File: config.mk
export PLATFORM = sky130hd
export DESIGN_NAME = trena_uc_flat
export DESIGN_NICKNAME = d
export VERILOG_FILES = /design/src/rtl/trena_uc_if.sv /design/src/rtl/trena_uc.sv /design/src/flat_wrapper.sv
export SDC_FILE = /design/constraint.sdc
export NUM_CORES = 1
export LEC_CHECK = 0
export ABC_AREA = 0
export ABC_CLOCK_PERIOD_IN_PS = 2000
export BUFFER_PORTS_ARGS = -buffer_cell sky130_fd_sc_hd__buf_2
export CORE_ASPECT_RATIO = 0.7
export CORE_MARGIN = 2
export CORE_UTILIZATION = 53
export DETAILED_ROUTE_END_ITERATION = 10
export PLACE_DENSITY = 0.75
export RECOVER_POWER = 100
export SETUP_SLACK_MARGIN = 0.3
export SLEW_MARGIN = 5
export SYNTH_ARGS = -nofsm -noshare
export SYNTH_HDL_FRONTEND = slang
export SYNTH_SLANG_ARGS = --single-unit
File: constraint.sdc
create_clock -name clock -period 2 [get_ports clock]
set_input_delay 0.4 -clock clock [delete_from_list [all_inputs] [get_ports clock]]
set_output_delay 0.4 -clock clock [all_outputs]
set_load 0.1 [all_outputs]
File: src/rtl/trena_uc_if.sv
// Handshake and debug signals between the tape-measure control unit and its datapath.
// master drives the requests and done pulses; slave is the control unit itself.
interface trena_uc_if;
    logic       medir;
    logic       pronto_medida;
    logic       pronto_serial;
    logic       zera;
    logic       mensurar;
    logic       partida_serial;
    logic [1:0] sel_letra;
    logic       pronto;
    logic       timeout;
    logic [3:0] db_estado;

    modport master (
        output medir, pronto_medida, pronto_serial,
        input  zera, mensurar, partida_serial, sel_letra, pronto, timeout, db_estado
    );

    modport slave (
        input  medir, pronto_medida, pronto_serial,
        output zera, mensurar, partida_serial, sel_letra, pronto, timeout, db_estado
    );
endinterface

File: src/rtl/trena_uc.sv
// Ultrasonic tape-measure control unit: one echo measurement then 4 UART chars; TRENA_UC_CONTINUO_EN adds auto-retrigger.
// Latency: medir sampled at edge k -> zera in cycle k+1 -> mensurar in k+2; per char 2 cycles + TX time.
// No backpressure: done pulses are only honoured in their wait states, medir only when idle/final/error.
module trena_uc #(
    parameter int unsigned TIMEOUT_CICLOS = 2_500_000,
    parameter int unsigned PERIODO_CICLOS = 25_000_000
) (
    input  logic        clock,
    input  logic        reset,
    trena_uc_if.slave   bus
);

    typedef enum logic [3:0] {
        INICIAL       = 4'b0000,
        PREPARACAO    = 4'b0001,
        ENVIA_MEDIDA  = 4'b0010,
        ESPERA_MEDIDA = 4'b0011,
        TRANSMITE     = 4'b0100,
        ESPERA_SERIAL = 4'b0101,
        INCREMENTA    = 4'b0110,
        ERRO          = 4'b1110,
        FINAL         = 4'b1111
    } estado_t;

    localparam bit PARAMS_OK = (TIMEOUT_CICLOS >= 2) && (PERIODO_CICLOS >= 2);
    if (!PARAMS_OK) begin : g_bad_params
        $error("trena_uc: TIMEOUT_CICLOS and PERIODO_CICLOS must be >= 2");
    end

    localparam int unsigned WDW = $clog2(TIMEOUT_CICLOS);
    localparam logic [WDW-1:0] WD_LAST = WDW'(TIMEOUT_CICLOS - 1);

    estado_t        state_q, state_d;
    logic [WDW-1:0] wdog_q, wdog_d;
    logic [1:0]     char_q, char_d;
    logic           disparo;

`ifdef TRENA_UC_CONTINUO_EN
    localparam int unsigned PW = $clog2(PERIODO_CICLOS);
    localparam logic [PW-1:0] PER_LAST = PW'(PERIODO_CICLOS - 1);

    logic [PW-1:0] per_q, per_d;

    // Saturating at the last value keeps the ">= period" trigger armed while idle.
    always_comb begin
        per_d = per_q;
        if (state_q == PREPARACAO) begin
            per_d = '0;
        end else if (per_q != PER_LAST) begin
            per_d = per_q + 1'b1;
        end
    end

    always_ff @(posedge clock or negedge reset) begin
        if (!reset) begin
            per_q <= '0;
        end else begin
            per_q <= per_d;
        end
    end

    assign disparo = bus.medir | (per_q == PER_LAST);
`else
    assign disparo = bus.medir;
`endif

    always_comb begin
        state_d = state_q;
        wdog_d  = wdog_q;
        char_d  = char_q;
        case (state_q)
            INICIAL, FINAL, ERRO: begin
                if (disparo) state_d = PREPARACAO;
            end
            PREPARACAO: begin
                char_d  = '0;
                wdog_d  = '0;
                state_d = ENVIA_MEDIDA;
            end
            ENVIA_MEDIDA: state_d = ESPERA_MEDIDA;
            ESPERA_MEDIDA: begin
                if (wdog_q != WD_LAST) wdog_d = wdog_q + 1'b1;
                // A late echo in the watchdog's last cycle still counts as a valid measurement.
                if (bus.pronto_medida) begin
                    state_d = TRANSMITE;
                end else if (wdog_q == WD_LAST) begin
                    state_d = ERRO;
                end
            end
            TRANSMITE: state_d = ESPERA_SERIAL;
            ESPERA_SERIAL: begin
                if (bus.pronto_serial) state_d = (char_q == 2'd3) ? FINAL : INCREMENTA;
            end
            INCREMENTA: begin
                char_d  = char_q + 1'b1;
                state_d = TRANSMITE;
            end
            default: state_d = INICIAL;
        endcase
    end

    always_ff @(posedge clock or negedge reset) begin
        if (!reset) begin
            state_q <= INICIAL;
            wdog_q  <= '0;
            char_q  <= '0;
        end else begin
            state_q <= state_d;
            wdog_q  <= wdog_d;
            char_q  <= char_d;
        end
    end

    assign bus.zera           = (state_q == PREPARACAO);
    assign bus.mensurar       = (state_q == ENVIA_MEDIDA);
    assign bus.partida_serial = (state_q == TRANSMITE);
    assign bus.pronto         = (state_q == FINAL);
    assign bus.timeout        = (state_q == ERRO);
    assign bus.db_estado      = state_q;
    assign bus.sel_letra      = (state_q == TRANSMITE || state_q == ESPERA_SERIAL ||
                                 state_q == INCREMENTA) ? char_q : 2'd0;

endmodule

File: src/flat_wrapper.sv
// flat-port wrapper written by rule: the top's interface ports become plain ports
module trena_uc_flat 
#(
    parameter int unsigned TIMEOUT_CICLOS = 2_500_000,
    parameter int unsigned PERIODO_CICLOS = 25_000_000
)
  (clock, reset, bus_medir, bus_pronto_medida, bus_pronto_serial, bus_zera, bus_mensurar, bus_partida_serial, bus_sel_letra, bus_pronto, bus_timeout, bus_db_estado);
  trena_uc_if bus_i ();
  input  logic clock;
  input  logic reset;
  input wire logic [$bits(bus_i.medir)-1:0] bus_medir;
  input wire logic [$bits(bus_i.pronto_medida)-1:0] bus_pronto_medida;
  input wire logic [$bits(bus_i.pronto_serial)-1:0] bus_pronto_serial;
  output wire logic [$bits(bus_i.zera)-1:0] bus_zera;
  output wire logic [$bits(bus_i.mensurar)-1:0] bus_mensurar;
  output wire logic [$bits(bus_i.partida_serial)-1:0] bus_partida_serial;
  output wire logic [$bits(bus_i.sel_letra)-1:0] bus_sel_letra;
  output wire logic [$bits(bus_i.pronto)-1:0] bus_pronto;
  output wire logic [$bits(bus_i.timeout)-1:0] bus_timeout;
  output wire logic [$bits(bus_i.db_estado)-1:0] bus_db_estado;
  assign bus_i.medir = bus_medir;
  assign bus_i.pronto_medida = bus_pronto_medida;
  assign bus_i.pronto_serial = bus_pronto_serial;
  assign bus_zera = bus_i.zera;
  assign bus_mensurar = bus_i.mensurar;
  assign bus_partida_serial = bus_i.partida_serial;
  assign bus_sel_letra = bus_i.sel_letra;
  assign bus_pronto = bus_i.pronto;
  assign bus_timeout = bus_i.timeout;
  assign bus_db_estado = bus_i.db_estado;
  trena_uc #(.TIMEOUT_CICLOS(TIMEOUT_CICLOS), .PERIODO_CICLOS(PERIODO_CICLOS)) u_core (.clock(clock), .reset(reset), .bus(bus_i));
endmodule
==> flow_summary.toml <==
[placed_design]
post-place-ws_ns = -0.00345
hpwlAfterDp_microns = 3490
dpl_cell_area_sq_um = 2270
portBuffers = 15
dp_cells = 280
gp_congestion = 0.893

[final_layout]
area_growth_pct = 62.0
mostFrequentLayoutCells = "buf_4 (48), nand2_1 (21), dfrtp_1 (19)"
utilization_pct = 91.2
final_cells = 324
design_area_sq_um = 2910
nets = 294
nFillCells = 116
final_common_cell = "buf_4"
antenna_cells = 0
final_layout_size_suffix_gt1_share_pct = 50.7

[routing]
vias = 2519
firstDrtPassIters = 7
viasPerCell = 7.77
route.detailed.drc = 0
drt_iter0_drc = 509
ant_nets = 0
wl_microns = 9070
wl_per_cell_microns = 28.0

[die]
rows = 17
die_h_microns = 52.7
die_area_sq_um = 3880
start_util_pct = 56.3
coreArea_sq_um = 3190
num_io_pins = 16
die_w_microns = 73.6

[critical_path]
cp-start-kind = "register"
crit_path_max_fanout = 5
crit_type = "reg -> reg"
worst_path_largest_cell_delay_ns = 0.51
worst_ep_arrival_time_ns = 2.26
crit_chain = "nand3_2, buf_6, nor4_4, nand4_1, and3_4, a211o_1"
crit_path_top_delay_cell = "dfrtp_1"
critPathRequiredTime_ns = 2.17
endpoint_kind = "register"

[clock_network]
htree_levels = 1
cts_tree = "yes"
cts_hold_buf = 0
clk_path_buf_depth = 2
cts.root.buffer_cell = "clkbuf_8"
clock_sinks = 28
clk_pin_slew_ns = 0.10
clk_latency_ns = 0.28
cts_buffers = 3

[grt]
grt_usage_pct = 40.1
grt_max_degree = 29
grt_pass1_vias = 2192
busiest_layer = "met2"
antenna_found_initial = 0
grt_pass1_wl_microns = 11500
grtUsageMet2_pct = 63.4
grt_use_met1_pct = 51.2
grt_overflow = 0
grtUsageMet3_pct = 11.7

[synthesis]
seq_area_frac_synth_pct = 39.0
syn_nets = 218
ys_types = 47
synthCells = 211
synthArstFlopShare_pct = 100
avgSynthCellArea_sq_um = 8.52
synth_edf_count = 0
syn_area_sq_um = 1800
synth_seq_cells = 28
synth_ff_type = "dfrtp_1"
yosysWarnings = 0

[run]
drv_cap = 1

[sta]
hold_viol = 0
fmax_ghz = 0.479
layout_min_cycle_time_ns = 2.09
skew_ns = 0.00574
finalCritPeriodShare_pct = 104
layout_setup_ws_ns = -0.0875
slew_headroom_pct = -6.60
rsz0062_at_grt = "yes"
setup_tns_ns = -0.383
holdWs_ns = 0.502
worst_pin_slew_ns = 1.60
maxSlewViolCount = 29
finalSetupViolCount = 8

[pwr]
power.static_leakage_nw = 1.27
p_per_area_nw_per_um2 = 1410
power_mw = 4.10
peakVddDrop_mv = 1.05

[run_status]
outcome = "finished, violations left"
violations = "max-capacitance violations, max-slew violations, negative setup slack"

[min_path]
holdCritPathClass = "in -> async"
==> kinds of logic (layout without fill, tap and decap cells) <==
| family | after synthesis | in the layout | share of synthesized area [%] |
|---|---|---|---|
| AND/OR/NAND/NOR | 103 | 103 | 31.5 |
| AO/OA/AOI/OAI | 63 | 63 | 23.1 |
| flip-flops | 28 | 28 | 39.0 |
| buffers and inverters | 13 | 88 | 3.83 |
| adder cells (fa/ha/maj) | 2 | 2 | 1.39 |
| multiplexers | 2 | 2 | 1.18 |
==> per-layer routing <==
layer	vias up	routed length, microns
met1	1161	3250
met5	-	0
met3	104	1270
met2	294	3890
met4	0	659
li1	960	-
==> layout make-up <==
cell class / count / area, sq um / area share [%]
clock buffer: 4 / 55.1 / 1.89
timing repair buffer: 80 / 722 / 24.8
tap: 38 / 47.5 / 1.63
multi-input combinational: 170 / 1340 / 45.9
inverter: 4 / 27.5 / 0.946
sequential: 28 / 722 / 24.8
==> state kept, by name, indices dropped and copies added, names as in the netlist <==
signal                cells
u_core.bus.db_estado      4
u_core.char_q             2
u_core.wdog_q            22
==> power by group <==
part           total, mW  switching [mW]  internal (mW)
logic               2.90            1.82           1.08
clock network      0.356           0.180          0.176
registers          0.838           0.163          0.674
==> critical path: cells and delay by family, from the launching register on <==
kind,cells,cell delay [ns]
compound gates,1,0.22
flops,1,0.51
buf+inv,1,0.18
simple gates,4,1.08
==> cells in the mapped netlist, types with 5 or more instances <==
library cell	number	area, sq um
o21ai_0	10	50.1
nand2_1	26	97.6
nand3_1	8	40.0
dfrtp_1	28	701
a21oi_1	13	65.1
nor2_1	18	67.6
o22ai_1	5	31.3
a22o_1	6	52.6
nor3_1	8	40.0
a31oi_1	12	75.1
nand4_1	5	31.3
and3_1	10	62.6
==> repair_timing <==
action | CTS | global route
pin swaps | 27 | 6
buffers inserted | 28 | 11
cloned | 0 | 1
setup endpoints to repair | 34 | 35
endpoints found under the hold margin | 0 | 0
resized for setup | 64 | 17
==> worst paths after layout <==
path	startpoint	to	slack (ns)	cells past startpoint
setup reg to reg	u_core.wdog_q[7]	u_core.wdog_q[20]	-0.09	6
hold reg to reg	u_core.wdog_q[0]	u_core.wdog_q[0]	0.56	1
hold / removal	reset	u_core.wdog_q[2]	0.50	1
min in group clock	bus_pronto_medida	u_core.bus.db_estado[2]	0.53	3
max in group asynchronous	reset	u_core.bus.db_estado[1]	0.35	1
setup / recovery	u_core.wdog_q[7]	u_core.wdog_q[20]	-0.09	6
(Power assumes the default switching activity.)
